==> src/rtl/db_btn_bank.sv <==
// db_btn_bank: N-channel push-button conditioner.
// Sync, debounce, press/release/long/repeat pulses and toggle latch.
module db_btn_bank #(
  parameter int CLK_FREQ   = 200_000_000,
  parameter int N_BTN      = 2,
  parameter bit ACTIVE_LOW = 1'b1,
  parameter int DB_MS      = 20,
  parameter int LONG_MS    = 1000,
  parameter int REP_MS     = 200
) (
  input  logic             clk,
  input  logic             sys_rstn,
  input  logic [N_BTN-1:0] btn_in,
  input  logic [N_BTN-1:0] rep_en,
  output logic [N_BTN-1:0] btn_level,
  output logic [N_BTN-1:0] press_p,
  output logic [N_BTN-1:0] release_p,
  output logic [N_BTN-1:0] long_p,
  output logic [N_BTN-1:0] rep_p,
  output logic [N_BTN-1:0] toggle
);

  localparam int DB_CYC   = CLK_FREQ / 1000 * DB_MS;
  localparam int LONG_CYC = CLK_FREQ / 1000 * LONG_MS;
  localparam int REP_CYC  = CLK_FREQ / 1000 * REP_MS;
  localparam int DBW = $clog2(DB_CYC);
  localparam int HW  = $clog2(LONG_CYC + 1);
  localparam int RW  = $clog2(REP_CYC + 1);

  localparam logic [DBW-1:0] DB_LAST   = DBW'(DB_CYC - 1);
  localparam logic [HW-1:0]  LONG_FULL = HW'(LONG_CYC);
  localparam logic [HW-1:0]  LONG_LAST = HW'(LONG_CYC - 1);
  localparam logic [RW-1:0]  REP_LAST  = RW'(REP_CYC - 1);
  localparam logic [N_BTN-1:0] IDLE = {N_BTN{ACTIVE_LOW}};

  logic [N_BTN-1:0] s1_q, s1_d;
  logic [N_BTN-1:0] s2_q, s2_d;
  logic [N_BTN-1:0] lvl_q, lvl_d;
  logic [N_BTN-1:0] press_q, press_d;
  logic [N_BTN-1:0] rel_q, rel_d;
  logic [N_BTN-1:0] long_q, long_d;
  logic [N_BTN-1:0] rep_q, rep_d;
  logic [N_BTN-1:0] tog_q, tog_d;
  logic [DBW-1:0]   db_cnt_q [N_BTN];
  logic [DBW-1:0]   db_cnt_d [N_BTN];
  logic [HW-1:0]    hold_q [N_BTN];
  logic [HW-1:0]    hold_d [N_BTN];
  logic [RW-1:0]    rcnt_q [N_BTN];
  logic [RW-1:0]    rcnt_d [N_BTN];

  logic [N_BTN-1:0] prs;
  logic [N_BTN-1:0] flip;

  assign prs = s2_q ^ IDLE;

  // flip: the new level has been stable for the full window
  always_comb begin
    flip = '0;
    for (int i = 0; i < N_BTN; i++) begin
      flip[i] = (prs[i] != lvl_q[i]) && (db_cnt_q[i] == DB_LAST);
    end
  end

  assign press_d = flip & prs;
  assign rel_d   = flip & ~prs;
  assign tog_d   = tog_q ^ press_d;
  assign s1_d    = btn_in;
  assign s2_d    = s1_q;

  always_comb begin
    lvl_d    = lvl_q ^ flip;
    long_d   = '0;
    rep_d    = '0;
    db_cnt_d = db_cnt_q;
    hold_d   = hold_q;
    rcnt_d   = rcnt_q;
    for (int i = 0; i < N_BTN; i++) begin
      if (prs[i] == lvl_q[i] || flip[i]) begin
        db_cnt_d[i] = '0;
      end else begin
        db_cnt_d[i] = db_cnt_q[i] + 1'b1;
      end
      // a release accepted this edge wins over long/repeat
      if (!lvl_q[i] || rel_d[i]) begin
        hold_d[i] = '0;
        rcnt_d[i] = '0;
      end else begin
        if (hold_q[i] != LONG_FULL) begin
          hold_d[i] = hold_q[i] + 1'b1;
        end
        long_d[i] = (hold_q[i] == LONG_LAST);
        if (hold_q[i] != LONG_FULL || !rep_en[i]) begin
          rcnt_d[i] = '0;
        end else if (rcnt_q[i] == REP_LAST) begin
          rep_d[i]  = 1'b1;
          rcnt_d[i] = '0;
        end else begin
          rcnt_d[i] = rcnt_q[i] + 1'b1;
        end
      end
    end
  end

  always_ff @(posedge clk or negedge sys_rstn) begin
    if (!sys_rstn) begin
      s1_q    <= IDLE;
      s2_q    <= IDLE;
      lvl_q   <= '0;
      press_q <= '0;
      rel_q   <= '0;
      long_q  <= '0;
      rep_q   <= '0;
      tog_q   <= '0;
      for (int i = 0; i < N_BTN; i++) begin
        db_cnt_q[i] <= '0;
        hold_q[i]   <= '0;
        rcnt_q[i]   <= '0;
      end
    end else begin
      s1_q    <= s1_d;
      s2_q    <= s2_d;
      lvl_q   <= lvl_d;
      press_q <= press_d;
      rel_q   <= rel_d;
      long_q  <= long_d;
      rep_q   <= rep_d;
      tog_q   <= tog_d;
      for (int i = 0; i < N_BTN; i++) begin
        db_cnt_q[i] <= db_cnt_d[i];
        hold_q[i]   <= hold_d[i];
        rcnt_q[i]   <= rcnt_d[i];
      end
    end
  end

  assign btn_level = lvl_q;
  assign press_p   = press_q;
  assign release_p = rel_q;
  assign long_p    = long_q;
  assign rep_p     = rep_q;
  assign toggle    = tog_q;

endmodule

==> config.mk <==
export PLATFORM = sky130hd
export DESIGN_NAME = db_btn_bank
export DESIGN_NICKNAME = d
export VERILOG_FILES = /design/src/rtl/db_btn_bank.sv
export SDC_FILE = /design/constraint.sdc
export NUM_CORES = 1
export LEC_CHECK = 0
export BUFFER_PORTS_ARGS = -buffer_cell sky130_fd_sc_hd__buf_4
export CORE_ASPECT_RATIO = 0.7
export CORE_MARGIN = 5
export CORE_UTILIZATION = 65
export CTS_CLUSTER_DIAMETER = 30
export DETAILED_ROUTE_END_ITERATION = 8
export PLACE_DENSITY = 0.86
export SYNTH_ARGS = -nofsm -noshare
export SYNTH_HDL_FRONTEND = slang
export SYNTH_SLANG_ARGS = --single-unit
==> constraint.sdc <==
create_clock -name clk -period 4.07 [get_ports clk]
set_clock_uncertainty 0.1 [all_clocks]
set_input_delay 0.407 -clock clk [delete_from_list [all_inputs] [get_ports clk]]
set_output_delay 0.407 -clock clk [all_outputs]
set_load 0.05 [all_outputs]
==> results of run 1 <==
## cells in the final DEF (no fill, tap or decap), types with 9 or more instances in the layout
cell,n
nor3_1,31
or3_1,39
and4_1,16
and3_1,9
nor3_2,10
nand4_1,43
nor2_1,72
xor2_1,27
nor4_1,24
nand2_1,51
or4_1,45
o21ai_0,41
nand3_1,53
inv_1,31
buf_4,24
xnor2_1,54
clkbuf_16,17
a211oi_1,18
ha_1,10
o31ai_1,28
dfrtp_1,164
a21oi_1,41
## repair_timing
action,4_1_cts,5_1_grt
hold endpoints to repair,67,0
hold buffers,3,0
gates resized for setup,0,0
## through the flow
stage	hold WS [ns]	total power, mW	area [um^2]	util, %
finish	0.156	3.41	9640	73.4
global route	0.153	3.52	9640	73.4
CTS	0.142	3.43	9640	73.4
detailed placement	0.251	1.78	9000	68.5
global placement	0.247	1.78	9000	68.5
floorplan	0.0114	1.73	8720	-
## report_power, final
part	switching [mW]	internal (mW)
clock	0.644	1.02
sequential	0.00798	1.68
combinational	0.0465	0.0145
## per-layer routing
| metal | vias up | track usage, % | part of all wire (%) |
|---|---|---|---|
| met5 | - | 0 | 0 |
| met4 | 0 | 6.79 | 1.3 |
| met3 | 24 | 4.27 | 4.6 |
| met2 | 180 | 35.9 | 45 |
| met1 | 3378 | 35.0 | 49 |
| li1 | 3380 | - | - |
## logic make-up (layout without fill, tap and decap cells)
group	after synthesis	after routing
buffers and inverters	67	92
flip-flops	168	168
AO/OA/AOI/OAI	143	143
adder cells (fa/ha/maj)	10	10
XOR/XNOR	81	81
AND/OR/NAND/NOR	431	431
## flip-flops by register name, summed over array words and instances, names as in the netlist, named ones only
signal	cells
hold_q	56
rcnt_q	52
btn_level	1
long_p	2
release_p	2
toggle	2
s1_q	2
s2_q	2
db_cnt_q	44
rep_p	2
press_p	2
## worst reg2reg max path: cells and delay by family, from the launching register on
kind               cells  cell delay (ns)
and+or+nand+nor        2             1.13
DFF                    1             0.44
AOI/OAI and AO/OA      2             1.23
## path summary, 6_finish.rpt
path / start / endpoint / slack (ns) / cells past startpoint
hold / removal: rep_en[1] / rep_p[1] / 0.16 / 3
hold reg to reg: s1_q[1] / s2_q[1] / 0.26 / 0
min in group asynchronous: sys_rstn / db_cnt_q[14] / 0.43 / 2
setup reg to reg: hold_q[12] / rcnt_q[20] / 1.05 / 4
max in group asynchronous: sys_rstn / s1_q[0] / 2.50 / 3
setup / recovery: hold_q[12] / rcnt_q[20] / 1.05 / 4
## cell type report
| type | instances | share of cell area [%] |
|---|---|---|
| clock buffers | 25 | 5.04 |
| clock inverters | 7 | 1.23 |
| inverters | 31 | 1.21 |
| multi-input cells | 665 | 44.2 |
| flip-flops and latches | 168 | 43.7 |
| well taps | 166 | 2.16 |
| repair buffers | 29 | 2.51 |
==> flow_summary_export.csv, run 1 <==
group,metric,value,unit
floorplanning,core_area,13100,um^2
floorplanning,die_area,15900,um^2
synthesis,synth_area_per_cell,9.69,um^2
cells_and_area,finalNetCount,928,
synthesis,synth_commonest_cells,"dfrtp_1, nor2_1, xnor2_1",
synthesis,yosysWarningCount,0,
setup_path,cp.arrival,3.22,ns
synthesis,syn_area,8720,um^2
setup_path,critical_path_class,"flop to flop",
outcome,outcome,"completed",
synthesis,async_reset_ff_share,100,%
clocking,cts_tree,"yes",
synthesis,synth_top_area_cell,"dfrtp_1",
clocking,cts_buffers,17,
sta,period_minus_slack,3.02,ns
setup_path,critPathRequiredTime,4.27,ns
cells_and_area,multi_input_area,4260,um^2
cells_and_area,final-seq-area,4210,um^2
setup_path,critPathTopFamily,"compound AO/OA/AOI/OAI gates",
drt,routed_wirelength,18.0,mm
clocking,h-tree-depth,4,
floorplanning,die_h,107,um
global_route,grt_pass1_wl,30.9,mm
place,port_buffers,17,
sta,setup_tns,0,ns
cells_and_area,diodes,0,
synthesis,netlist_instances,900,
drt,dr.pass1.iters,5,
clocking,cts_buffer_depth,2,
drt,route.vias.total,6962,
synthesis,yosysSeqAreaShare,48.3,%
synthesis,synth-compound-area-share,10.3,%
sta,setup_viol,0,
sta,fin_ws,1.05,ns
min_path,hold_class,"input port to flop",
synthesis,synthesis.nets,916,
synthesis,synthAdderAreaFrac,1.43,%
setup_path,slowest_delay,0.74,ns
clocking,worstSkewPairLatency,0.43,ns
global_route,first_global_vias,6453,
drt,vias_per_cell,6.38,
sta,fmax,331,MHz
setup_path,cp_num_buf_inv,0,
floorplanning,die_x,148,um
clocking,post-cts-setup-buffers,0,
synthesis,yosysMostFrequentCell,"dfrtp_1",
place,placedCellCount,1056,
synthesis,synth-xor-area-share,8.13,%
place,dp_slack,1.09,ns
setup_path,crit_path_start_kind,"flop",
floorplanning,initial_utilization,66.4,%
drt,ant_nets,0,
synthesis,netlist.area_leader.share,47.1,%
clocking,clock-sinks,168,
cells_and_area,drive_above_1_share,9.51,%
global_route,antenna_found_initial,0,
clocking,clk_transition_reported_paths,0.07,ns
sta,slew_viol_final,0,
synthesis,synth-seq-cells,168,
global_route,track_usage,23.6,%
power,vdd_drop_max,0.347,mV
clocking,ctsRootBufferMaster,"clkbuf_16",
synthesis,synth_edf_count,0,
cells_and_area,n_fill_cell,930,
sta,relSlewSlack,20.0,%
global_route,grt_max_degree,102,
place,routabilityCongestion,0.809,
floorplanning,ios,18,
sta,rsz0062_at_grt,"no",
sta,worstMarginPinSlew,1.20,ns
setup_path,worst_setup_path_end_kind,"flop",
setup_path,cp_slowest_cell,"o2111ai_2",
floorplanning,rows,35,
drt,drt_iter0_markers,484,
power,power.leakage,3.43,nW
flow_run,drv_cap,0,
power,powerDensity,354,nW/um^2
setup_path,cp_max_fo,26,
sta,period_share,74.3,%
sta,hold_violations,0,
cells_and_area,syn2layout_area_growth,10.5,%
global_route,grt-ovfl-total,0,
place,place_hpwl,11.7,mm
synthesis,synth_top_family_by_area,"simple AND/OR/NAND/NOR gates",
cells_and_area,fin_cells,1091,
synthesis,synth_area_leaders,"dfrtp_1, xnor2_1, or4_1",
drt,drc,0,
synthesis,synth_ff_type,"dfrtp_1",
synthesis,ys_types,45,
synthesis,synth.area.mux_share,0,%
synthesis,synthSimpleGateAreaFrac,28.6,%
drt,detail_route.wl_per_cell,16.5,um
setup_path,cp_cell_sequence,"or4_1 -> nor4_2 -> o2111ai_2 -> a211oi_1",
(Power assumes the default switching activity.)
==> run 2: changes to the inputs <==
--- a/config.mk
+++ b/config.mk
@@ -8,10 +8,10 @@
 export BUFFER_PORTS_ARGS = -buffer_cell sky130_fd_sc_hd__buf_4
 export CORE_ASPECT_RATIO = 0.7
 export CORE_MARGIN = 5
-export CORE_UTILIZATION = 65
+export CORE_UTILIZATION = 63
 export CTS_CLUSTER_DIAMETER = 30
 export DETAILED_ROUTE_END_ITERATION = 8
-export PLACE_DENSITY = 0.86
+export PLACE_DENSITY = 0.84
 export SYNTH_ARGS = -nofsm -noshare
 export SYNTH_HDL_FRONTEND = slang
 export SYNTH_SLANG_ARGS = --single-unit
==> constraint.sdc (replaced) <==
create_clock -name clk -period 2.86 [get_ports clk]
set_clock_uncertainty 0.1 [all_clocks]
set_input_delay 0.286 -clock clk [delete_from_list [all_inputs] [get_ports clk]]
set_output_delay 0.286 -clock clk [all_outputs]
set_load 0.05 [all_outputs]
==> flow_summary_export.csv, run 2 (synthesis gave the netlist of run 1 again) <==
group,metric,value,unit
clocking,worstSkewPairLatency,0.43,ns
cells_and_area,drive_above_1_share,11.1,%
setup_path,cp_cell_sequence,"inv_1 -> ha_1 -> or4b_1 -> or4_1 -> a311o_1 -> buf_12 -> a211oi_1",
sta,setup_tns,0,ns
setup_path,crit_path_start_kind,"flop",
clocking,ctsResizeCount,0,
sta,relSlewSlack,60.2,%
cells_and_area,final_common_cell,"dfrtp_1",
sta,slew_viol_final,0,
floorplanning,die_area,16300,um^2
sta,fin_ws,0.169,ns
cells_and_area,most-common-layout-cells,"dfrtp_1, nor2_1, xnor2_1",
outcome,outcome,"completed",
clocking,cts_buffer_depth,2,
clocking,clock-sinks,168,
power,power.leakage,3.50,nW
cells_and_area,regMostFlops,"hold_q",
setup_path,slowest_delay,0.55,ns
floorplanning,ios,18,
setup_path,critPathRequiredTime,3.07,ns
global_route,grt_max_degree,66,
cells_and_area,diodes,0,
place,routabilityCongestion,0.832,
global_route,grt-ovfl-total,0,
global_route,track_usage,24.3,%
cells_and_area,syn2layout_area_growth,12.2,%
floorplanning,die_x,151,um
place,port_buffers,17,
drt,vias_per_cell,6.32,
clocking,clk_transition_reported_paths,0.06,ns
drt,ant_nets,0,
clocking,ctsRootBufferMaster,"clkbuf_16",
floorplanning,initial_utilization,63.5,%
place,place_hpwl,12.2,mm
setup_path,cp_slowest_cell,"or4_1",
global_route,antenna_found_initial,0,
setup_path,cp_max_fo,27,
drt,detail_route.wl_per_cell,16.5,um
sta,fmax,372,MHz
floorplanning,die_h,108,um
sta,worstMarginPinSlew,0.597,ns
floorplanning,core_area,13700,um^2
setup_path,critical_path_class,"flop to flop",
place,dp_slack,0.232,ns
drt,route.vias.total,7132,
drt,dr.pass1.iters,5,
sta,hold_violations,0,
flow_run,drv_cap,0,
min_path,hold_class,"flop to flop",
clocking,h-tree-depth,4,
drt,drc,0,
global_route,first_global_vias,6884,
cells_and_area,n_fill_cell,1032,
sta,setup_viol,0,
sta,rsz0062_at_grt,"no",
sta,period_share,94.1,%
drt,routed_wirelength,18.6,mm
setup_path,cp.arrival,2.90,ns
clocking,cts_buffers,17,
power,vdd_drop_max,0.432,mV
setup_path,worst_setup_path_end_kind,"flop",
sta,period_minus_slack,2.69,ns
global_route,grt_pass1_wl,32.4,mm
clocking,cts_tree,"yes",
floorplanning,rows,36,
cells_and_area,largest_reg_flops,56,
drt,drt_iter0_markers,511,
cells_and_area,reg_top3,"hold_q: 56 flops, rcnt_q: 52 flops, db_cnt_q: 44 flops",
cells_and_area,finalNetCount,941,
power,powerDensity,492,nW/um^2
[run 2: cell types whose count changed in the layout (fill, tap and decap cells not counted)]
cell / delta
buf_4: +10
clkbuf_1: -4
clkinv_2: +4
buf_12: +2
clkbuf_8: -2
clkinvlp_4: +2
dlygate4sd3_1: +1
[run 2: path summary, 6_finish.rpt]
kind / from / end / slack [ns] / cells after the start
setup / recovery: hold_q[28] / rcnt_q[41] / 0.17 / 7
hold / removal: s1_q[0] / s2_q[0] / 0.26 / 0
setup reg to reg: hold_q[28] / rcnt_q[41] / 0.17 / 7
hold reg to reg: s1_q[0] / s2_q[0] / 0.26 / 0
max in group asynchronous: sys_rstn / hold_q[9] / 1.52 / 3
min in group asynchronous: sys_rstn / db_cnt_q[28] / 0.32 / 2
[run 2: per-stage QoR]
| step | util [%] | hold WS, ns | power (mW) | instance area [um^2] | cells |
|---|---|---|---|---|---|
| after global placement | 66.6 | 0.212 | 2.53 | 9150 | 1092 |
| after floorplan | - | -0.110 | 2.46 | 8720 | 900 |
| after detailed placement | 66.6 | 0.215 | 2.53 | 9150 | 1092 |
| after global routing | 71.2 | 0.264 | 4.97 | 9790 | 1128 |
| after CTS | 71.2 | 0.257 | 4.85 | 9790 | 1128 |
| final | 71.2 | 0.257 | 4.81 | 9790 | 1128 |
[run 2: per-layer routing]
layer	share of wire, %	GRT usage [%]	up-vias
met4	1.0	6.14	0
met1	47	34.4	3527
li1	-	-	3413
met2	47	38.8	175
met5	0	0	-
met3	4.6	5.15	17
[run 2: final cells by class]
class	count	area, um^2	share of cell area (%)
multi-input cells	665	4260	43.5
flip-flops and latches	168	4210	43.0
clock buffers	19	443	4.53
repair buffers	42	367	3.75
well taps	190	238	2.43
clock inverters	13	154	1.57
inverters	31	116	1.19
[run 2: where the power goes]
group          internal [mW]  switching [mW]  leakage, nW
registers               2.39          0.0112         2.33
clock network           1.39           0.931        0.285
logic                 0.0257          0.0662        0.884
total                   3.80            1.01         3.50
[run 2: what timing repair did]
action,in CTS,in global routing
hold buffers,4,0
setup buffers,0,0
endpoints found under the hold margin,62,0
[run 2: worst max-delay path, delay by kind of cell (launching register included)]
kind	cells	cell delay (ns)
buf+inv	2	0.31
fa+ha+maj	1	0.16
compound gates	2	0.55
simple gates	2	1.03
flops	1	0.42
==> run 3: changes to the inputs <==
--- a/config.mk
+++ b/config.mk
@@ -7,11 +7,11 @@
 export LEC_CHECK = 0
 export BUFFER_PORTS_ARGS = -buffer_cell sky130_fd_sc_hd__buf_4
 export CORE_ASPECT_RATIO = 0.7
-export CORE_MARGIN = 5
-export CORE_UTILIZATION = 63
+export CORE_UTILIZATION = 57
 export CTS_CLUSTER_DIAMETER = 30
 export DETAILED_ROUTE_END_ITERATION = 8
-export PLACE_DENSITY = 0.84
+export GPL_ROUTABILITY_DRIVEN = 0
+export PLACE_DENSITY = 0.8
 export SYNTH_ARGS = -nofsm -noshare
 export SYNTH_HDL_FRONTEND = slang
 export SYNTH_SLANG_ARGS = --single-unit
==> constraint.sdc (replaced) <==
create_clock -name clk -period 2.4 [get_ports clk]
set_clock_uncertainty 0.1 [all_clocks]
set_input_delay 0.24 -clock clk [delete_from_list [all_inputs] [get_ports clk]]
set_output_delay 0.24 -clock clk [all_outputs]
set_load 0.05 [all_outputs]
==> flow_summary_export.csv, run 3 (synthesis gave the netlist of run 1 again) <==
group,metric,value,unit
clocking,cts_buffers,17,
setup_path,crit_path_start_kind,"flop",
drt,dr.pass1.iters,5,
clocking,h-tree-depth,4,
place,place_hpwl,13.0,mm
sta,worstMarginPinSlew,0.609,ns
place,port_buffers,17,
cells_and_area,regMostFlops,"hold_q",
drt,drt_iter0_markers,671,
setup_path,cp_cell_sequence,"or4b_4 -> or4_4 -> buf_6 -> o31ai_4 -> buf_6 -> clkbuf_16 -> a21oi_2",
floorplanning,initial_utilization,58.9,%
setup_path,cp.arrival,2.72,ns
cells_and_area,diodes,0,
sta,hold_slack,0.258,ns
setup_path,cp_max_fo,7,
clocking,ctsRootBufferMaster,"clkbuf_16",
sta,setup_viol,54,
cells_and_area,reg_top3,"hold_q: 56 flops, rcnt_q: 52 flops, db_cnt_q: 44 flops",
flow_run,drv_cap,0,
clocking,cts_tree,"yes",
clocking,cts_buffer_depth,2,
power,power.leakage,3.92,nW
global_route,first_global_vias,6955,
sta,setup_tns,-3.61,ns
cells_and_area,n_fill_cell,1053,
global_route,antenna_found_initial,0,
floorplanning,die_h,105,um
drt,vias_per_cell,6.18,
drt,ant_nets,0,
outcome,violations,"setup timing",
cells_and_area,drive_above_1_share,21.8,%
place,place_area,9660,um^2
drt,routed_wirelength,20.5,mm
sta,period_share,104,%
sta,slew_viol_final,0,
setup_path,slowest_delay,0.56,ns
cells_and_area,most-common-layout-cells,"dfrtp_1, buf_4, nor2_1",
cells_and_area,fin_cells,1200,
drt,wl_met3,1.01,mm
setup_path,critPathRequiredTime,2.61,ns
floorplanning,die_area,15800,um^2
setup_path,worst_setup_path_end_kind,"flop",
cells_and_area,fin_area,10700,um^2
drt,top_layer,"met4",
drt,detail_route.wl_per_cell,17.1,um
floorplanning,ios,18,
drt,drc,0,
clocking,clock-sinks,168,
place,placedCellCount,1157,
floorplanning,rows,37,
sta,rsz0062_at_grt,"yes",
clocking,clk_transition_reported_paths,0.07,ns
floorplanning,die_x,150,um
global_route,grt_max_degree,63,
drt,route.vias.total,7420,
sta,relSlewSlack,59.0,%
cells_and_area,finalNetCount,1008,
setup_path,cp_slowest_cell,"or4_4",
min_path,hold_class,"input port to async pin",
global_route,grt-ovfl-total,0,
outcome,outcome,"complete, but fails checks",
setup_path,critical_path_class,"flop to flop",
power,powerDensity,547,nW/um^2
power,vdd_drop_max,0.360,mV
sta,period_minus_slack,2.50,ns
drt,wl_met2,9.33,mm
clocking,worstSkewPairLatency,0.43,ns
sta,fmax,400,MHz
drt,met1_length,9.93,mm
cells_and_area,syn2layout_area_growth,22.3,%
setup_path,crit_path_frequent_cell,"buf_6",
sta,fin_ws,-0.102,ns
global_route,grt_pass1_wl,33.5,mm
floorplanning,core_area,14800,um^2
cells_and_area,largest_reg_flops,56,
cells_and_area,final_common_cell,"dfrtp_1",
sta,hold_violations,0,
global_route,track_usage,26.8,%
-- run 3: changes by cell type in the layout (fill, tap and decap cells not counted), sizes merged --
cell / before / now
inv: 31 / 32
buf: 38 / 104
clkinv: 6 / 7
clkinvlp: 4 / 3
-- run 3: power breakdown --
group | internal, mW | leakage, nW | switching (mW)
clock network | 1.67 | 0.292 | 1.19
logic | 0.0332 | 1.30 | 0.0820
registers | 2.85 | 2.33 | 0.0111
-- run 3: area by class of cell --
class	instances	area, um^2	share of cell area, %
clock inverters	14	175	1.64
flip-flops and latches	168	4210	39.4
multi-input cells	665	4500	42.2
inverters	31	116	1.09
repair buffers	109	988	9.26
well taps	195	244	2.29
clock buffers	18	439	4.12
-- run 3: timing repair --
item | 4_1_cts | 5_1_grt
endpoints found under the setup margin | 54 | 90
gates resized for setup | 22 | 40
pin swaps | 6 | 8
hold buffers | 4 | 0
hold endpoints to repair | 59 | 0
setup buffers | 1 | 3
gates cloned | 2 | 1
-- run 3: path summary, 6_finish.rpt --
path                              start            to  slack, ns  depth (start not counted)
max                        db_cnt_q[32]    hold_q[49]      -0.10                          7
min                            sys_rstn  db_cnt_q[12]       0.26                          2
max reg2reg                db_cnt_q[32]    hold_q[49]      -0.10                          7
min reg2reg                     s1_q[0]       s2_q[0]       0.26                          0
max in group asynchronous      sys_rstn       s2_q[1]       1.24                          3
min in group clk                s1_q[0]       s2_q[0]       0.26                          0
-- run 3: worst max-delay path, delay by kind of cell, from the launching register on --
kind                   cells  cell delay (ns)
buffers and inverters      3             0.49
DFF                        1             0.38
and+or+nand+nor            2             1.10
AOI/OAI and AO/OA          2             0.31
-- run 3: metrics by stage --
step	util [%]	setup WS [ns]	total power, mW
after detailed placement	65.2	-0.0670	3.02
after floorplan	-	-0.0224	2.93
after global routing	72.0	-0.137	6.00
after CTS	70.6	-0.0778	5.88
after global placement	65.2	0.00359	3.02
final	72.0	-0.102	5.84
-- run 3: layer usage --
metal	vias up	GRT usage (%)
li1	3537	-
met1	3680	39.7
met2	183	39.2
met3	20	6.36
met4	0	7.65
met5	-	0
